==> src/rtl/parity_pkg.sv <==
// Shared types and helpers for the multi-channel serial parity checker.
package parity_pkg;

  typedef enum logic {
    S_DATA = 1'b0,
    S_PAR  = 1'b1
  } state_t;

  // Bit counter must hold 0..frame_bits inclusive.
  function automatic int cnt_w(input int frame_bits);
    return $clog2(frame_bits + 1);
  endfunction

endpackage

==> src/rtl/parity_chan.sv <==
// One serial parity channel: data/parity FSM, running XOR, sticky flag and
// saturating failed-frame counter.
module parity_chan
  import parity_pkg::*;
#(
  parameter int FRAME_BITS = 8,
  parameter int ERR_CNT_W  = 8
) (
  input  logic                 clk,
  input  logic                 rst_n,
  input  logic                 odd_mode,
  input  logic                 clear,
  input  logic                 x,
  input  logic                 x_valid,
  output logic                 y,
  output logic                 frame_done,
  output logic                 par_err,
  output logic                 err_sticky,
  output logic [ERR_CNT_W-1:0] err_cnt
);

  localparam int CW = cnt_w(FRAME_BITS);

  state_t               state, state_n;
  logic                 acc, acc_n;
  logic [CW-1:0]        bit_cnt, bit_cnt_n;
  logic                 fd_n, pe_n, sticky_n, mis;
  logic [ERR_CNT_W-1:0] cnt_n;

  always_comb begin
    state_n   = state;
    acc_n     = acc;
    bit_cnt_n = bit_cnt;
    fd_n      = 1'b0;
    pe_n      = 1'b0;
    sticky_n  = err_sticky;
    cnt_n     = err_cnt;
    mis       = 1'b0;
    if (clear) begin
      state_n   = S_DATA;
      acc_n     = 1'b0;
      bit_cnt_n = '0;
      sticky_n  = 1'b0;
      cnt_n     = '0;
    end else if (x_valid) begin
      case (state)
        S_DATA: begin
          acc_n     = acc ^ x;
          bit_cnt_n = bit_cnt + CW'(1);
          if (bit_cnt == CW'(FRAME_BITS - 1)) state_n = S_PAR;
        end
        S_PAR: begin
          // Parity bit must equal acc ^ odd_mode.
          mis       = x ^ acc ^ odd_mode;
          state_n   = S_DATA;
          acc_n     = 1'b0;
          bit_cnt_n = '0;
          fd_n      = 1'b1;
          pe_n      = mis;
          if (mis) begin
            sticky_n = 1'b1;
            if (!(&err_cnt)) cnt_n = err_cnt + ERR_CNT_W'(1);
          end
        end
        default: state_n = S_DATA;
      endcase
    end
  end

  always_ff @(posedge clk or negedge rst_n) begin
    if (!rst_n) begin
      state      <= S_DATA;
      acc        <= 1'b0;
      bit_cnt    <= '0;
      frame_done <= 1'b0;
      par_err    <= 1'b0;
      err_sticky <= 1'b0;
      err_cnt    <= '0;
    end else begin
      state      <= state_n;
      acc        <= acc_n;
      bit_cnt    <= bit_cnt_n;
      frame_done <= fd_n;
      par_err    <= pe_n;
      err_sticky <= sticky_n;
      err_cnt    <= cnt_n;
    end
  end

  assign y = acc;

endmodule

==> config.mk <==
export PLATFORM = sky130hd
export DESIGN_NAME = parity_chan
export DESIGN_NICKNAME = d
export VERILOG_FILES = /design/src/rtl/parity_pkg.sv /design/src/rtl/parity_chan.sv
export SDC_FILE = /design/constraint.sdc
export NUM_CORES = 1
export LEC_CHECK = 0
export CAP_MARGIN = 20
export CORE_ASPECT_RATIO = 1.2
export CORE_MARGIN = 2
export CORE_UTILIZATION = 49
export CTS_CLUSTER_DIAMETER = 100
export CTS_CLUSTER_SIZE = 28
export DETAILED_ROUTE_END_ITERATION = 8
export GPL_ROUTABILITY_DRIVEN = 0
export PLACE_DENSITY = 0.82
export SYNTH_ARGS = -nofsm -noshare
export SYNTH_HDL_FRONTEND = slang
export SYNTH_SLANG_ARGS = --single-unit
==> constraint.sdc <==
create_clock -name clk -period 2.15 [get_ports clk]
set_input_delay 0.645 -clock clk [delete_from_list [all_inputs] [get_ports clk]]
set_output_delay 0.645 -clock clk [all_outputs]
set_load 0.02 [all_outputs]
==> run_results.csv, run 1 <==
group,metric,value,unit
worst_setup_path,timing.critical_path.from_type,"input pin",
floorplanning,num_rows,17,
timing,relSlewSlack,75.3,%
floorplanning,core_area,1790,um^2
clock_network,clock_sink_count,17,
timing,unrepaired_setup_endpoints_after_global_routing,"false",
routing,finalWirelength,1860,um
final_layout,area_growth_syn_to_layout,29.1,%
global_route,largest_net_degree_at_the_start_of_global_routing,18,
synthesis,synth-seq-area-share,46.6,%
clock_network,clock_tree.htree_level_count,1,
global_route,number_of_global_route_vias_before_repair,736,
clock_network,post_cts_hold_fix_bufs,0,
worst_setup_path,timing.critical_path.max_delay_family,"buffers and inverters",
run,maxCapViolations,0,
worst_setup_path,critPathMaxStageDelay,0.51,ns
worst_setup_path,crit_slowest_cell,"sky130_fd_sc_hd__clkdlybuf4s50_1",
synthesis,ys_seq_elements,17,
routing,ant_nets,0,
clock_network,number_of_gates_resized_after_cts,0,
synthesis,synthCells,86,
worst_setup_path,timing.critical_path.cells,"clkdlybuf4s50_1 -> xnor3_2 -> a211oi_4 -> nand3_2 -> mux2_4",
clock_network,cts_buffer_depth,2,
worst_setup_path,worst_setup_path_end_kind,"flop",
synthesis,synthMuxAreaShare,6.04,%
clock_network,clockRootBuffer,"sky130_fd_sc_hd__clkbuf_4",
timing,finalCritPeriodShare,96.7,%
clock_network,cts_tree,"done",
synthesis,synthAdderAreaFrac,2.74,%
synthesis,yosysUniqueCellTypes,30,
place,dp.cells,127,
routing,dr.pass1.iters,4,
synthesis,synth-xor-area-share,5.49,%
synthesis,cell_area_after_synthesis,912,um^2
worst_setup_path,critPathMaxFanout,7,
timing,fmax,0.481,GHz
place,place_ws,-0.225,ns
routing,detailedRoute.firstIterationViolations,7,
pwr,p_leak,0.000501,uW
final_layout,layout.area.seq,425,um^2
pwr,max_rail_drop_vdd,0.436,mV
global_route,grt_antenna_before_repair,0,
worst_setup_path,worstPathArrival,2.26,ns
floorplanning,die_height,51.3,um
final_layout,layout.nets,121,
worst_setup_path,critical_path_required,2.33,ns
global_route,globalRouteTotalUtil,19.6,%
final_layout,fill_count,150,
synthesis,dominant_combinational_cell_family_by_area_after_synthesis,"simple AND/OR/NAND/NOR gates",
timing,final-max-slew-violation-count,0,
final_layout,final_util,65.9,%
synthesis,ys.warnings.count,0,
synthesis,syn_nets,94,
worst_setup_path,critical_path.n_buffers_inverters,1,
routing,drcViolationCount,0,
final_layout,finalNonFillerCells,131,
routing,route.detailed.wl_per_inst,14.2,um
clock_network,post_cts_setup_inserts,0,
timing,tightest_slew,0.369,ns
synthesis,post_synth_and_or_nand_nor_area_fraction,26.1,%
timing,final_critical_period,2.08,ns
clock_network,numCtsBuffers,3,
routing,vias,724,
timing,final.setup.worst_slack,0.0702,ns
floorplanning,die_area,2220,um^2
pwr,power.density_cell_area,472,nW/um^2
final_layout,post_route_cells_drive_above_1_share,17.0,%
timing,finClkSkew,0.00110,ns
place,hpwl_reported_at_the_end_of_detailed_placement,1390,um
timing,setup_viol,0,
synthesis,synth-compound-area-share,11.4,%
worst_setup_path,timing.setup.critical_path_class,"in -> reg",
routing,vias_per_cell,5.53,
clock_network,skew_pair_late_insertion_delay,0.29,ns
global_route,global_route_congestion_overflow_total,0,
clock_network,clkSlewWorstSetupHoldPaths,0.09,ns
place,buffer_ports.inserted,17,
floorplanning,chipWidth,43.4,um
final_layout,multi_input_comb_area,472,um^2
global_route,grt_pass1_wl,3180,um
worst_hold_path,holdCritPathClass,"reg -> reg",
status,outcome,"completed",
floorplanning,pin_count,18,
floorplanning,initial_core_util,51.1,%
synthesis,syn-mean-instance-area,10.6,um^2
final_layout,antenna_cells_inserted,0,
timing,hold_viol,0,
[stage by stage]
stage,hold WS [ns],TNS (ns),cell area (um^2),power (uW)
3_3_place_gp,0.480,-0.918,1150,396
3_5_place_dp,0.496,-1.21,1150,399
4_1_cts,0.517,0,1180,560
6_report,0.508,0,1180,556
2_1_floorplan,0.349,0,912,367
5_1_grt,0.585,0,1180,586
[worst min-delay path, stage by stage (launching register included)]
cell and delay, ns:
sky130_fd_sc_hd__dfrtp_1 0.35, sky130_fd_sc_hd__nor2_1 0.05, sky130_fd_sc_hd__nor2_1 0.07
[path summary, 6_finish.rpt]
check / from / cells after the start / slack (ns) / to
worst max-delay path: x / 5 / 0.07 / err_cnt[5]$_DFFE_PN0P_
worst min-delay path: err_sticky$_DFFE_PN0P_ / 2 / 0.51 / err_sticky$_DFFE_PN0P_
worst max register to register: err_cnt[0]$_DFFE_PN0P_ / 5 / 0.42 / err_cnt[5]$_DFFE_PN0P_
worst min register to register: err_sticky$_DFFE_PN0P_ / 2 / 0.51 / err_sticky$_DFFE_PN0P_
max in group asynchronous: rst_n / 2 / 1.29 / err_cnt[1]$_DFFE_PN0P_
min in group asynchronous: rst_n / 2 / 0.67 / bit_cnt[3]$_DFFE_PN0P_
[where the power goes]
part | switching (uW) | internal [uW]
logic | 35.5 | 29.2
clock network | 91.5 | 72.2
registers | 4.00 | 324
total | 131 | 425
[cells by family (layout without fill, tap and decap cells)]
logic type,Yosys count,count (layout)
AND/OR/NAND/NOR,41,41
flip-flops,17,17
AO/OA/AOI/OAI,13,13
multiplexers,5,5
XOR/XNOR,4,4
buffers and inverters,4,30
adder cells (fa/ha/maj),2,2
[synthesized netlist by cell type]
| cell type | instances | area (um^2) |
|---|---|---|
| sky130_fd_sc_hd__and3_1 | 1 | 6.26 |
| sky130_fd_sc_hd__nand3_1 | 4 | 20.0 |
| sky130_fd_sc_hd__nor2b_1 | 4 | 25.0 |
| sky130_fd_sc_hd__dfrtp_1 | 17 | 425 |
| sky130_fd_sc_hd__a21oi_1 | 5 | 25.0 |
| sky130_fd_sc_hd__nand3_2 | 1 | 10.0 |
| sky130_fd_sc_hd__a211oi_4 | 1 | 20.0 |
| sky130_fd_sc_hd__clkbuf_1 | 2 | 7.51 |
| sky130_fd_sc_hd__xnor2_1 | 3 | 26.3 |
| sky130_fd_sc_hd__a2111oi_2 | 1 | 15.0 |
| sky130_fd_sc_hd__xnor3_2 | 1 | 23.8 |
| sky130_fd_sc_hd__nor4_2 | 2 | 25.0 |
| sky130_fd_sc_hd__ha_1 | 2 | 25.0 |
| sky130_fd_sc_hd__and4_1 | 2 | 17.5 |
| sky130_fd_sc_hd__or2b_1 | 1 | 7.51 |
| sky130_fd_sc_hd__nor4b_2 | 1 | 15.0 |
| sky130_fd_sc_hd__a211oi_1 | 1 | 7.51 |
| sky130_fd_sc_hd__nand2_4 | 1 | 11.3 |
| sky130_fd_sc_hd__o21ai_0 | 1 | 5.00 |
| sky130_fd_sc_hd__a21boi_0 | 1 | 7.51 |
| sky130_fd_sc_hd__nand2_1 | 4 | 15.0 |
| sky130_fd_sc_hd__a311oi_1 | 1 | 8.76 |
| sky130_fd_sc_hd__o22ai_1 | 1 | 6.26 |
| sky130_fd_sc_hd__a32oi_1 | 1 | 8.76 |
| sky130_fd_sc_hd__mux2i_1 | 4 | 40.0 |
| sky130_fd_sc_hd__nand3b_1 | 2 | 15.0 |
| sky130_fd_sc_hd__mux2_4 | 1 | 15.0 |
| sky130_fd_sc_hd__nor3_1 | 2 | 10.0 |
| sky130_fd_sc_hd__inv_1 | 2 | 7.51 |
| sky130_fd_sc_hd__nor2_1 | 16 | 60.1 |
[registers in the layout (all words and copies together), names as in the netlist]
signal      flops
state           1
err_sticky      1
err_cnt         8
y               1
par_err         1
frame_done      1
bit_cnt         4
[cell type report]
class / instances / area share, %
inverter: 2 / 0.638
clock buffer: 4 / 2.23
timing repair buffer: 24 / 18.9
sequential: 17 / 36.1
multi-input combinational: 65 / 40.1
tap: 19 / 2.02
[cell usage in the layout (no fill, tap or decap), types with 2 or more instances in the layout]
master,instances
sky130_fd_sc_hd__dfrtp_1,17
sky130_fd_sc_hd__clkdlybuf4s50_1,17
sky130_fd_sc_hd__nor2_1,16
sky130_fd_sc_hd__buf_4,7
sky130_fd_sc_hd__a21oi_1,5
sky130_fd_sc_hd__nor2b_1,4
sky130_fd_sc_hd__nand3_1,4
sky130_fd_sc_hd__mux2i_1,4
sky130_fd_sc_hd__nand2_1,4
sky130_fd_sc_hd__xnor2_1,3
sky130_fd_sc_hd__clkbuf_4,3
sky130_fd_sc_hd__nor3_1,2
sky130_fd_sc_hd__inv_1,2
sky130_fd_sc_hd__nand3b_1,2
sky130_fd_sc_hd__and4_1,2
sky130_fd_sc_hd__nor4_2,2
sky130_fd_sc_hd__ha_1,2
[metal layers]
metal / GRT usage [%] / up-vias / wire (um)
li1: - / 358 / -
met2: 31.1 / 26 / 922
met4: 13.6 / 0 / 59
met1: 24.8 / 334 / 805
met3: 2.12 / 6 / 75
met5: 0 / - / 0
No activity file was read; power rests on OpenSTA's default activity.
==> run 2, diff against run 1 <==
Settings changed: CORE_ASPECT_RATIO 1.2 to not set.
==> run 2 against run 1 <==
  * Combinational power increased by 3.9%
  * Total power increased by 1.1%
  * Wire length decreased by 3.5%
  * Sequential power about the same
  * Flip-flop and latch count unchanged
  * Sequential share of layout area decreased by 0.72 points
  * Critical endpoint unchanged
  * Largest power group unchanged
  * Highest routed layer unchanged
==> run_results.csv, run 2 (synthesis results as in run 1) <==
group,metric,value,unit
clock_network,skew_pair_late_insertion_delay,0.28,ns
pwr,power_frac_clock,29.7,%
timing,final_critical_period,2.05,ns
timing,unrepaired_setup_endpoints_after_global_routing,"false",
final_layout,reg_top3,"err_cnt: 8 flops, bit_cnt: 4 flops",
worst_setup_path,critPathMaxFanout,7,
pwr,totalPowerFinal,562,uW
routing,ant_nets,0,
final_layout,layout.nets,122,
global_route,grt_pass1_wl,2870,um
timing,fmax,0.487,GHz
final_layout,fill_count,149,
floorplanning,pin_count,18,
clock_network,clock_tree.htree_level_count,1,
final_layout,max_flop_register,"err_cnt",
final_layout,final_cell_mix,"sky130_fd_sc_hd__dfrtp_1 (17), sky130_fd_sc_hd__clkdlybuf4s50_1 (17), sky130_fd_sc_hd__nor2_1 (16)",
worst_setup_path,worstPathArrival,2.22,ns
timing,finClkSkew,0.00266,ns
clock_network,clkSlewWorstSetupHoldPaths,0.10,ns
clock_network,post_cts_hold_fix_bufs,0,
pwr,max_rail_drop_vdd,0.544,mV
pwr,power.density_cell_area,468,nW/um^2
floorplanning,chipWidth,47.1,um
routing,detailedRoute.firstIterationViolations,9,
final_layout,post_route_cells_drive_above_1_share,17.7,%
clock_network,numCtsBuffers,3,
global_route,grt_antenna_before_repair,0,
worst_hold_path,worstHoldStart,"err_sticky$_DFFE_PN0P_",
pwr,pwr-share-seq,58.4,%
timing,setup_total_negative_slack,0,ns
final_layout,finish.instance_area,1200,um^2
worst_setup_path,worst_setup_path_end_kind,"flop",
worst_hold_path,holdCritPathClass,"reg -> reg",
final_layout,largest_register_ff_count,8,
floorplanning,core_area,1750,um^2
routing,finalWirelength,1800,um
worst_setup_path,worst_r2r_startpoint,"err_cnt[0]$_DFFE_PN0P_",
final_layout,final_util,68.8,%
timing,relSlewSlack,78.7,%
clock_network,clock_sink_count,17,
pwr,internal_power,426,uW
timing,tightest_slew,0.317,ns
pwr,power.share.switching,24.1,%
timing,final-max-slew-violation-count,0,
floorplanning,num_rows,15,
status,outcome,"completed",
routing,vias,706,
global_route,global_route_congestion_overflow_total,0,
global_route,largest_net_degree_at_the_start_of_global_routing,18,
timing,hold_viol,0,
worst_setup_path,timing.critical_path.from_type,"input pin",
floorplanning,die_height,47.1,um
clock_network,clockRootBuffer,"sky130_fd_sc_hd__clkbuf_4",
worst_setup_path,critPathMaxStageDelay,0.49,ns
place,post_dp_cell_area,1170,um^2
pwr,combPwrFrac,12.0,%
routing,route.detailed.wl_per_inst,13.0,um
final_layout,area_growth_syn_to_layout,31.7,%
pwr,power.net_switching,136,uW
place,hpwl_reported_at_the_end_of_detailed_placement,1350,um
worst_setup_path,timing.critical_path.from,"x",
final_layout,antenna_cells_inserted,0,
clock_network,cts_buffer_depth,2,
global_route,number_of_global_route_vias_before_repair,647,
routing,dr.pass1.iters,4,
run,maxCapViolations,0,
worst_setup_path,crit_slowest_cell,"sky130_fd_sc_hd__clkdlybuf4s50_1",
pwr,p_leak,0.000514,uW
routing,drcViolationCount,0,
floorplanning,die_area,2220,um^2
timing,setup_viol,0,
global_route,globalRouteTotalUtil,18.5,%
clock_network,cts_tree,"done",
place,buffer_ports.inserted,17,
floorplanning,initial_core_util,52.3,%
worst_setup_path,timing.critical_path.cells,"clkdlybuf4s50_1 -> xnor3_2 -> a211oi_4 -> nand3_2 -> mux2_4",
worst_setup_path,timing.setup.critical_path_class,"in -> reg",
timing,finalCritPeriodShare,95.5,%
routing,vias_per_cell,5.12,
worst_setup_path,critical_path_required,2.32,ns
-- run 2: worst max-delay path, delay by kind of cell --
family	cells	cell delay [ns]
buffers and inverters	1	0.49
multiplexers	1	0.30
AND/OR/NAND/NOR	1	0.11
XOR/XNOR	1	0.45
AO/OA/AOI/OAI	1	0.22
-- run 2: final timing paths --
check,end,slack (ns),depth (start not counted)
max,err_cnt[5]$_DFFE_PN0P_,0.1,5
min in group asynchronous,bit_cnt[3]$_DFFE_PN0P_,0.68,2
min reg2reg,err_sticky$_DFFE_PN0P_,0.51,2
max in group asynchronous,err_cnt[7]$_DFFE_PN0P_,1.29,2
min,err_sticky$_DFFE_PN0P_,0.51,2
max reg2reg,err_cnt[5]$_DFFE_PN0P_,0.45,5
-- run 2: area by class of cell --
cell class                      count  area, um^2  share of cell area [%]
Multi-Input combinational cell     65         480                    40.0
Sequential cell                    17         425                    35.4
Timing Repair Buffer               25         230                    19.2
Tap cell                           25        31.3                    2.60
Clock buffer                        4        26.3                    2.19
Inverter                            2        7.51                   0.625
-- run 2: metal layers --
metal	global-route usage [%]	up-vias	part of all wire (%)
li1	-	363	-
met1	26.6	323	46
met2	28.8	18	49
met3	3.46	2	3.8
met4	5.00	0	1.2
met5	0	-	0
-- run 2: power groups by stage --
stage | clock network (uW) | registers (uW) | logic (uW)
after floorplan | 0 | 335 | 32.2
after global placement | 0 | 334 | 64.6
after detailed placement | 0 | 334 | 66.8
after CTS | 173 | 328 | 66.6
after global routing | 182 | 329 | 73.1
final | 167 | 328 | 67.2
-- run 2: per-stage QoR --
stage               worst slack, ns  hold WS [ns]  cells
global placement             -0.161         0.490    134
finish                       0.0973         0.513    138
detailed placement           -0.188         0.494    134
floorplan                     0.285         0.349     86
CTS                           0.104         0.517    138
global route                 0.0347         0.595    138
-- run 2: repair_timing --
item | CTS | global route
buffers inserted | 0 | 0
endpoints found under the setup margin | 0 | 1
resized for setup | 0 | 1
==> run 3, diff against run 2 <==
Settings changed: CORE_MARGIN 2 to 3, HOLD_SLACK_MARGIN set to 0.02.
==> run 3 against run 2 <==
  * Critical path depth down 4
  * Cell area fell by 0.83%
  * Worst setup slack got worse by 0.014 ns
  * Clock skew grew 0.0028 ns
  * Clock power increased by 3%
  * First-iteration DRC count down 44%
  * Global-route usage increased by 0.52 points
  * Critical path type is now reg -> out
  * Largest cell class unchanged
  * Highest routed layer unchanged
==> run_results.csv, run 3 (synthesis results as in run 1) <==
group,metric,value,unit
status,outcome,"completed",
worst_setup_path,timing.critical_path.cells,"clkdlybuf4s50_1",
timing,setup_total_negative_slack,0,ns
place,dp.cells,133,
clock_network,numCtsBuffers,3,
place,place_ws,-0.208,ns
floorplanning,die_height,49.1,um
clock_network,number_of_gates_resized_after_cts,0,
routing,detailedRoute.firstIterationViolations,5,
floorplanning,chipWidth,49.1,um
worst_hold_path,min_to,"err_sticky$_DFFE_PN0P_",
worst_setup_path,critical_path.n_buffers_inverters,1,
clock_network,post_cts_hold_fix_bufs,0,
routing,finalWirelength,1980,um
pwr,max_rail_drop_vdd,0.433,mV
global_route,global_route_congestion_overflow_total,0,
timing,finalCritPeriodShare,96.1,%
place,hpwl_reported_at_the_end_of_detailed_placement,1490,um
clock_network,clockRootBuffer,"sky130_fd_sc_hd__clkbuf_4",
worst_setup_path,timing.critical_path.from_type,"flop",
final_layout,final_util,73.1,%
timing,setup_viol,0,
routing,vias_per_cell,5.26,
worst_hold_path,worstHoldStart,"err_sticky$_DFFE_PN0P_",
final_layout,reg_top3,"err_cnt: 8 flops, bit_cnt: 4 flops",
final_layout,largest_register_ff_count,8,
clock_network,skew_pair_late_insertion_delay,0.28,ns
worst_setup_path,worst_setup_path_end_kind,"output port",
clock_network,cts_tree,"done",
final_layout,layout.nets,122,
clock_network,clock_tree.htree_level_count,1,
floorplanning,core_area,1630,um^2
timing,unrepaired_setup_endpoints_after_global_routing,"false",
worst_setup_path,critPathMaxStageDelay,0.65,ns
final_layout,area_growth_syn_to_layout,30.6,%
timing,final_critical_period,2.07,ns
routing,ant_nets,0,
timing,tightest_slew,0.331,ns
worst_setup_path,timing.critical_path.max_delay_family,"buffers and inverters",
global_route,grt_pass1_wl,3560,um
timing,final.setup.worst_slack,0.0832,ns
final_layout,fill_count,134,
global_route,number_of_global_route_vias_before_repair,764,
clock_network,post_cts_setup_inserts,0,
final_layout,post_route_cells_drive_above_1_share,17.7,%
routing,drcViolationCount,0,
worst_setup_path,worstPathArrival,1.42,ns
global_route,largest_net_degree_at_the_start_of_global_routing,18,
timing,finClkSkew,0.00542,ns
clock_network,cts_buffer_depth,2,
final_layout,antenna_cells_inserted,0,
routing,route.detailed.wl_per_inst,14.4,um
final_layout,finalNonFillerCells,137,
floorplanning,pin_count,18,
timing,fmax,0.484,GHz
routing,dr.pass1.iters,4,
worst_setup_path,timing.setup.critical_path_class,"reg -> out",
floorplanning,die_area,2420,um^2
global_route,grt_antenna_before_repair,0,
place,buffer_ports.inserted,17,
pwr,power.density_cell_area,475,nW/um^2
timing,timing.hold.ws,0.527,ns
final_layout,final_cell_mix,"sky130_fd_sc_hd__dfrtp_1 (17), sky130_fd_sc_hd__clkdlybuf4s50_1 (17), sky130_fd_sc_hd__nor2_1 (16)",
worst_setup_path,worst_r2r_startpoint,"err_cnt[0]$_DFFE_PN0P_",
worst_setup_path,critical_path.reg2reg.endpoint,"err_cnt[5]$_DFFE_PN0P_",
floorplanning,initial_core_util,56.0,%
pwr,p_leak,0.000505,uW
clock_network,clock_sink_count,17,
worst_setup_path,rr_worst_depth,5,
worst_hold_path,holdCritPathClass,"reg -> reg",
worst_hold_path,worst_hold_path.num_cells,2,
run,maxCapViolations,0,
worst_setup_path,r2r_setup_slack,0.42,ns
global_route,globalRouteTotalUtil,19.1,%
routing,vias,721,
worst_setup_path,critical_path_required,1.50,ns
timing,final-max-slew-violation-count,0,
worst_setup_path,crit_slowest_cell,"sky130_fd_sc_hd__clkdlybuf4s50_1",
floorplanning,num_rows,14,
worst_setup_path,critPathMaxFanout,6,
clock_network,clkSlewWorstSetupHoldPaths,0.10,ns
timing,hold_viol,0,
timing,relSlewSlack,77.9,%
final_layout,max_flop_register,"err_cnt",
[run 3: tightest hold or removal path: stages (launching register included)]
cell and delay, ns:
sky130_fd_sc_hd__dfrtp_1 0.36, sky130_fd_sc_hd__nor2_1 0.05, sky130_fd_sc_hd__nor2_1 0.08
[run 3: final cells by class]
type | count | area, um^2 | area share, %
clock buffers | 4 | 26.3 | 2.21
inverters | 2 | 7.51 | 0.630
multi-input cells | 65 | 472 | 39.6
flip-flops and latches | 17 | 425 | 35.7
well taps | 24 | 30.0 | 2.52
repair buffers | 25 | 230 | 19.3
[run 3: worst max path at each step]
stage | from | end | cells after the start
floorplan | x | err_cnt[5]$_DFFE_PN0P_ | 4
finish | err_cnt[4]$_DFFE_PN0P_ | err_cnt[4] | 1
global placement | x | err_cnt[6]$_DFFE_PN0P_ | 5
CTS | err_cnt[4]$_DFFE_PN0P_ | err_cnt[4] | 1
detailed placement | x | err_cnt[6]$_DFFE_PN0P_ | 5
global route | err_cnt[4]$_DFFE_PN0P_ | err_cnt[4] | 1
[run 3: per-stage QoR]
stage | total power [uW] | cell area [um^2]
2_1_floorplan | 367 | 912
3_3_place_gp | 398 | 1160
3_5_place_dp | 400 | 1160
4_1_cts | 568 | 1190
5_1_grt | 605 | 1190
6_report | 565 | 1190
[run 3: layer usage]
layer	global-route usage (%)	part of all wire, %
met5	0	0
met4	5.69	0.61
met3	2.75	4.5
met2	30.8	47
met1	26.3	48
[run 3: power breakdown]
| group | switching, uW | internal, uW | total (uW) |
|---|---|---|---|
| combinational | 35.0 | 30.5 | 65.5 |
| clock | 100 | 71.9 | 172 |
| sequential | 4.19 | 324 | 328 |
